$ cat src/rtl/pds_operand_sequencer_if.sv
// Operand/result bundle between the sequencer, its upstream word source,
// the PDT_SUM_DIFF datapath and the result consumer.
interface pds_operand_sequencer_if;
    logic [15:0] in_data;
    logic        in_valid;
    logic        in_ready;
    logic [15:0] x;
    logic [15:0] y;
    logic [31:0] o_in;
    logic [31:0] res_data;
    logic        res_valid;
    logic        res_ready;
    logic        busy;
    logic [7:0]  op_count;

    // Environment side: feeds words, supplies the datapath result, consumes results
    modport master (
        output in_data, in_valid, o_in, res_ready,
        input  in_ready, x, y, res_data, res_valid, busy, op_count
    );

    // Sequencer side
    modport slave (
        input  in_data, in_valid, o_in, res_ready,
        output in_ready, x, y, res_data, res_valid, busy, op_count
    );
endinterface

$ cat src/rtl/pds_operand_sequencer.sv
// Upstream controller for PDT_SUM_DIFF: pairs stream words into X/Y, holds
// them while the datapath settles for LATENCY edges, captures the result
// verbatim and offers it on a valid/ready port. One operation in flight.
module pds_operand_sequencer #(
    parameter int unsigned LATENCY = 4
) (
    input  logic                    clk,
    input  logic                    rst_n,
    pds_operand_sequencer_if.slave  bus
);

    typedef enum logic [1:0] {
        S_X    = 2'd0,
        S_Y    = 2'd1,
        S_WAIT = 2'd2,
        S_OUT  = 2'd3
    } state_t;

    // Settle counter starts at LATENCY-1 so capture lands LATENCY edges after Y accept
    localparam logic [3:0] CNT_LOAD = 4'(LATENCY - 1);

    state_t      state;
    logic [3:0]  cnt;
    logic [15:0] x_r;
    logic [15:0] y_r;
    logic [31:0] res_data_r;
    logic        res_valid_r;
    logic [7:0]  op_count_r;

    // Ready and busy are pure decodes of the state register, so reset forces ready high
    assign bus.in_ready  = (state == S_X) || (state == S_Y);
    assign bus.busy      = (state != S_X);
    assign bus.x         = x_r;
    assign bus.y         = y_r;
    assign bus.res_data  = res_data_r;
    assign bus.res_valid = res_valid_r;
    assign bus.op_count  = op_count_r;

    // Sequencer FSM with all operand, result and count registers
    always_ff @(posedge clk or negedge rst_n) begin
        if (!rst_n) begin
            state       <= S_X;
            cnt         <= 4'd0;
            x_r         <= 16'd0;
            y_r         <= 16'd0;
            res_data_r  <= 32'd0;
            res_valid_r <= 1'b0;
            op_count_r  <= 8'd0;
        end else begin
            case (state)
                S_X: begin
                    if (bus.in_valid) begin
                        x_r   <= bus.in_data;
                        state <= S_Y;
                    end
                end
                S_Y: begin
                    if (bus.in_valid) begin
                        y_r   <= bus.in_data;
                        cnt   <= CNT_LOAD;
                        state <= S_WAIT;
                    end
                end
                S_WAIT: begin
                    if (cnt == 4'd0) begin
                        res_data_r  <= bus.o_in;
                        res_valid_r <= 1'b1;
                        state       <= S_OUT;
                    end else begin
                        cnt <= cnt - 4'd1;
                    end
                end
                S_OUT: begin
                    if (bus.res_ready) begin
                        res_valid_r <= 1'b0;
                        op_count_r  <= op_count_r + 8'd1;
                        state       <= S_X;
                    end
                end
                default: begin
                    state <= S_X;
                end
            endcase
        end
    end

endmodule

$ cat src/flat_wrapper.sv
// flat-port wrapper written by rule: the top's interface ports become plain ports
module pds_operand_sequencer_flat 
#(
    parameter int unsigned LATENCY = 4
)
  (clk, rst_n, bus_in_data, bus_in_valid, bus_o_in, bus_res_ready, bus_in_ready, bus_x, bus_y, bus_res_data, bus_res_valid, bus_busy, bus_op_count);
  pds_operand_sequencer_if bus_i ();
  input  logic clk;
  input  logic rst_n;
  input wire logic [$bits(bus_i.in_data)-1:0] bus_in_data;
  input wire logic [$bits(bus_i.in_valid)-1:0] bus_in_valid;
  input wire logic [$bits(bus_i.o_in)-1:0] bus_o_in;
  input wire logic [$bits(bus_i.res_ready)-1:0] bus_res_ready;
  output wire logic [$bits(bus_i.in_ready)-1:0] bus_in_ready;
  output wire logic [$bits(bus_i.x)-1:0] bus_x;
  output wire logic [$bits(bus_i.y)-1:0] bus_y;
  output wire logic [$bits(bus_i.res_data)-1:0] bus_res_data;
  output wire logic [$bits(bus_i.res_valid)-1:0] bus_res_valid;
  output wire logic [$bits(bus_i.busy)-1:0] bus_busy;
  output wire logic [$bits(bus_i.op_count)-1:0] bus_op_count;
  assign bus_i.in_data = bus_in_data;
  assign bus_i.in_valid = bus_in_valid;
  assign bus_i.o_in = bus_o_in;
  assign bus_i.res_ready = bus_res_ready;
  assign bus_in_ready = bus_i.in_ready;
  assign bus_x = bus_i.x;
  assign bus_y = bus_i.y;
  assign bus_res_data = bus_i.res_data;
  assign bus_res_valid = bus_i.res_valid;
  assign bus_busy = bus_i.busy;
  assign bus_op_count = bus_i.op_count;
  pds_operand_sequencer #(.LATENCY(LATENCY)) u_core (.clk(clk), .rst_n(rst_n), .bus(bus_i));
endmodule
$ cat config.mk
export PLATFORM = sky130hd
export DESIGN_NAME = pds_operand_sequencer_flat
export DESIGN_NICKNAME = d
export VERILOG_FILES = /design/src/rtl/pds_operand_sequencer_if.sv /design/src/rtl/pds_operand_sequencer.sv /design/src/flat_wrapper.sv
export SDC_FILE = /design/constraint.sdc
export NUM_CORES = 1
export LEC_CHECK = 0
export BUFFER_PORTS_ARGS = -buffer_cell sky130_fd_sc_hd__buf_2
export CAP_MARGIN = 25
export CORE_ASPECT_RATIO = 1.75
export CORE_MARGIN = 1.5
export CORE_UTILIZATION = 53
export DETAILED_ROUTE_END_ITERATION = 12
export GPL_TIMING_DRIVEN = 0
export PLACE_DENSITY = 0.87
export SYNTH_ARGS = -nofsm -noshare
export SYNTH_HDL_FRONTEND = slang
export SYNTH_SLANG_ARGS = --single-unit
export TNS_END_PERCENT = 100
$ cat constraint.sdc
create_clock -name clk -period 5.1 [get_ports clk]
set_input_delay 0.255 -clock clk [delete_from_list [all_inputs] [get_ports clk]]
set_output_delay 0.255 -clock clk [all_outputs]
set_load 0.01 [all_outputs]
Word level (Yosys, flattened, before mapping)
Cells that the tools add are included.
{ "totals": {"reg_bits": 79, "latchBits": 0, "ramBits": 0, "rom_bits": 0, "in_bits": 52, "output_inout_bits": 75, "elab_cells": 41, "n_memories": 0} }
{ "op_classes": {"addsub": 2, "n_mul": 0, "n_div": 0, "n_lt_le_gt_ge": 0, "eq_ne": 8, "shift": 0, "mux": 11, "bitwise_logic": 0, "n_reduce_logical": 13} }
{ "ops": {"columns": ["operator", "n"], "rows": [
  ["$add A8 B1 Y8 const B", 1],
  ["$mux W2", 4],
  ["$mux W4", 2],
  ["$ne A2 B2 Y1 const B", 4],
  ["$pmux W2 S4", 1],
  ["$pmux W4 S2", 1],
  ["$reduce_and A2 Y1", 4],
  ["$reduce_and A3 Y1", 2],
  ["$reduce_bool A2 Y1", 3],
  ["$eq A2 B2 Y1 const B", 2],
  ["$logic_not A4 Y1", 1],
  ["$reduce_and A4 Y1", 1],
  ["$sub A4 B1 Y4 const B", 1],
  ["$eq A2 B1 Y1 const B", 1],
  ["$logic_not A2 Y1", 1],
  ["$mux W1", 2],
  ["$ne A2 B1 Y1 const B", 1],
  ["$pmux W1 S2", 1],
  ["$logic_or A1 B1 Y1", 1]
]} }

Logic depth before layout (Yosys ltp)
{ "logic_depth": {"depth_word": 3, "mapped_depth": 8, "depth_no_buf": 6} }

Least setup slack after synthesis
Ideal clock, no wire load.
{ "synth_timing": {"kind": "register -> register", "start": "reg u_core.state[0]", "end": "reg u_core.state[1]", "setup_time_ns": 0.128, "arrival_time_ns": 1.579, "t_required_ns": 4.972, "slack_ns": 3.394, "stages_incl_launch_ff": 7, "path_buffers": 0, "synth_period_minus_slack_ns": 1.706, "path_cell_list": "dfrtp_1 -> inv_1 -> ha_1 -> or2_2 -> o2bb2ai_1 -> a21oi_2 -> mux2_1"} }
{ "synth_via": {"elab_chain_cells": 3, "word_cells_on_any_way": 10, "cone_classes": "7 x eq/ne; 1 x mux; 2 x reduce/logical"} }
{ "synth_rtl": {"columns": ["element", "line_no", "source"], "rows": [
  ["start: declaration", "pds_operand_sequencer.sv:22", "state_t state;"],
  ["start signal: assignment", "pds_operand_sequencer.sv:42", "state <= S_X;"],
  ["start signal: assignment", "pds_operand_sequencer.sv:54", "state <= S_Y;"],
  ["start signal: assignment", "pds_operand_sequencer.sv:61", "state <= S_WAIT;"],
  ["$eq A2 B2 Y1, or another cell as far along", "pds_operand_sequencer.sv:50", "case (state)"],
  ["$ne A2 B1 Y1 (no source line) or $ne A2 B2 Y1 (tied branches)", null, null],
  ["$reduce_and A4 Y1 (no source line)", null, null]
]} }
Several ways; a longest one is shown, not always the timed one.
A chain may end at the register's enable or synchronous reset.

Final worst setup path
{ "layout_timing": {"start": "reg u_core.cnt[0]", "end": "reg u_core.state[1]"} }
{ "layout_via": {"elab_chain_cells": 3} }
{ "layout_rtl": {"columns": ["element", "line_no", "source"], "rows": [
  ["start: declaration", "pds_operand_sequencer.sv:23", "logic [3:0] cnt;"],
  ["start signal: assignment", "pds_operand_sequencer.sv:70", "cnt <= cnt - 4'd1;"],
  ["$logic_not A4 Y1", "pds_operand_sequencer.sv:65", "if (cnt == 4'd0) begin"],
  ["$ne A2 B1 Y1 (no source line)", null, null],
  ["$reduce_and A4 Y1 (no source line)", null, null],
  ["end signal: assignment", "pds_operand_sequencer.sv:61", null],
  ["end signal: assignment", "pds_operand_sequencer.sv:68", "state <= S_OUT;"],
  ["end signal: assignment", "pds_operand_sequencer.sv:77", "state <= S_X;"]
]} }
No other way between the ends.

==> metrics <==
TritonCTS Buffers 9; Max-Cap Viols 0; maximum number of pins on one net before global-route repair slightly below 80; H-tree levels 3; Lkg Pwr around 2.2 nW; Post-CTS Resized 0; antenna violations before repair 0; layout net count 420; synthesized area between 3000 and 4000 um^2; CP Capture Type flip-flop; top-count cell post-synth dfrtp_1; Hold EP u_core.bus.res_data[5]; clock network fraction of total power 0.155; Peak Freq ~550 MHz; required time worst endpoint 5330 ps; R2R depth 5; synth top area cells dfrtp_1, mux2_4, mux2_2, ha_1, buf_12; Buffers & Inverters on Critical Path 1; Crit Path Max Fanout 6; Seq/Total Area, Yosys 0.586; TritonCTS clock tree built; Max VDD drop 0.369 mV; R2R setup slack between 3000 and 4000 ps; WL per Instance roughly 15 um; flops & latches, synth 79; min-delay src bus_o_in[5]; Worst Setup Path Type flip-flop to flip-flop; first-pass GRT wire length 10.5 mm; Slew headroom 0.713; Setup Viol. Count Final 0; largest delay contributor family on the critical path simple AND/OR/NAND/NOR gates; Yosys top cell area share 0.586; Global Route Usage Sum 0.200; worst r2r dst u_core.state[1]; area delta synth->final 28.0%; asr flop ratio synth 1.00; DRC viols 0; EDFF count, synth 0; Int Pwr 0.00168 W; Hold Fails Final Rpt 0; beginning of the worst register-to-register path u_core.cnt[0]; HPWL Detailed 5.03 mm; hold_buf cts 1; Startpoint Class flip-flop; worst-margin pin slew between 400 and 500 ps; HP Class input port to flip-flop; crit path cell chain inv_1 > ha_1 > or3b_4 > a21oi_2 > mux2_1; status completed; Cell Pwr Density between 500 and 600 nW/um^2; ys flop type dfrtp_1; final wirelength 6.68 mm; CTS root buf clkbuf_8; setup TNS 0 ps; via count approximately 2.3k; width of the die about 63 um; Iter 0 DRT Violations slightly above 90; slowest stage delay, CP roughly 440 ps; hold-critical path depth 2; ANT nets after route 0; vias per cell 5.07; clock sink count around 80; Yosys warnings 0; syn_nets 281; final global-route overflow total 0; DRT Pass-1 Iters 4; worst-skew pair later-pin latency ~340 ps; Final Power 0.00258 W; postcts setup bufs 0; crit share post-route 0.356; RSZ-0062 raised after global routing false; top cells by count, synth dfrtp_1, mux2_2, mux2_4, inv_1, nor2_1; ratio of cells with drive above 1 in the final layout 0.598; vias in the first global route ~2.3k; number of top-level pins 127; CTS Buffer Depth 2; Clock Skew approximately 9 ps; worst setup margin approximately 3300 ps; Post-Place Setup Slack roughly 3300 ps; sequential power share 0.423; FP Rows 38; Comb pwr share 0.421; Post-Syn Area per Cell 15.2 um^2; input/output buffers 126; diode count 0; CP max stage cell or3b_4; Layout Utilization 0.698; Pins Over Slew Limit 0; chip height 109 um; Clock transition at path regs roughly 80 ps; Synth cell types 34; core outline area between 6000 and 7000 um^2; worst path arrival time around 2000 ps; min cycle time layout ~1800 ps; Placer Congestion roughly 0.75; Syn Inst Count roughly 220; Initial Util 0.546; P_sw between 0.0008 and 0.0009 W; die area between 6000 and 7000 um^2; Sw Ratio 0.346; area leader, netlist dfrtp_1
cell families (layout without fill, tap and decap cells):
kind of cell | count (synthesis) | in the layout | synth area share
flip-flops | 79 | 79 | 0.586
multiplexers | 66 | 66 | 0.253
AND/OR/NAND/NOR | 30 | 30 | 0.0475
buffers and inverters | 17 | 161 | 0.0386
AO/OA/AOI/OAI | 16 | 16 | 0.0312
adder cells (fa/ha/maj) | 7 | 7 | 0.0260
XOR/XNOR | 7 | 7 | 0.0182
stage by stage:
step | std cells | instance area (um^2) | hold slack [ps]
floorplan | 222 | 3370 | -40.6
global placement | 428 | 4100 | 453
detailed placement | 429 | 4130 | 61.4
CTS | 446 | 4320 | 121
global route | 446 | 4320 | 118
finish | 446 | 4320 | 139
power groups by stage:
stage               Sequential (W)  Combinational [W]  Clock (W)
floorplan                  0.00121           0.000544          0
global placement           0.00108            0.00106          0
detailed placement         0.00110            0.00110          0
CTS                        0.00109            0.00110   0.000415
global route               0.00112            0.00118   0.000443
finish                     0.00109            0.00109   0.000400
how the worst max path moves through the flow:
stage                          from               end  depth (start not counted)
global route        u_core.state[0]   u_core.state[1]                          6
detailed placement  u_core.state[0]   u_core.bus.x[8]                          5
floorplan           u_core.state[0]   u_core.state[1]                          6
global placement    u_core.state[0]  u_core.bus.x[13]                          5
finish                u_core.cnt[0]   u_core.state[1]                          5
CTS                 u_core.state[0]   u_core.bus.x[8]                          5
placed cells by master, fill, tap and decap left out, drive strengths merged:
cell type    count
or2              1
buf            134
nand2b           2
o31a             1
clkinvlp         1
or4              1
o21ai            5
nand3b           1
o211ai           1
or3b             1
dfrtp           79
dlygate4sd3      1
xnor2            5
xor2             2
inv             11
ha               7
mux2            66
clkinv           5
and4bb           1
o311ai           1
o32a             1
o2bb2ai          1
nand3            6
nand4            1
a21oi            5
nor2             8
nor4             1
o22ai            1
nor2b            1
clkbuf           9
nor3             1
nand2            5
registers in the layout, indices dropped and copies added, names as in the netlist:
register and count:
u_core.bus.res_data 32, u_core.bus.x 16, u_core.bus.y 16, u_core.bus.op_count 8, u_core.cnt 4, u_core.state 2, u_core.bus.res_valid 1
per-layer routing:
layer  global-route usage  wire length [um]  up-vias  share of wire
met4               0.0854               101        0          0.015
met5                    0                 0        -              0
met2                0.367              3840       75           0.58
met3               0.0562               317        9          0.047
li1                     -                 -     1052              -
met1                0.213              2420     1123           0.36
layout make-up:
type / instances / area (um^2)
flip-flops and latches: 79 / 1980
clock inverters: 7 / 48.8
fillers: 466 / 1860
plain buffers: 7 / 92.6
clock buffers: 9 / 124
multi-input cells: 126 / 1270
well taps: 80 / 100
inverters: 10 / 37.5
repair buffers: 128 / 671
Note: power is estimated with default switching activity, not from simulation.
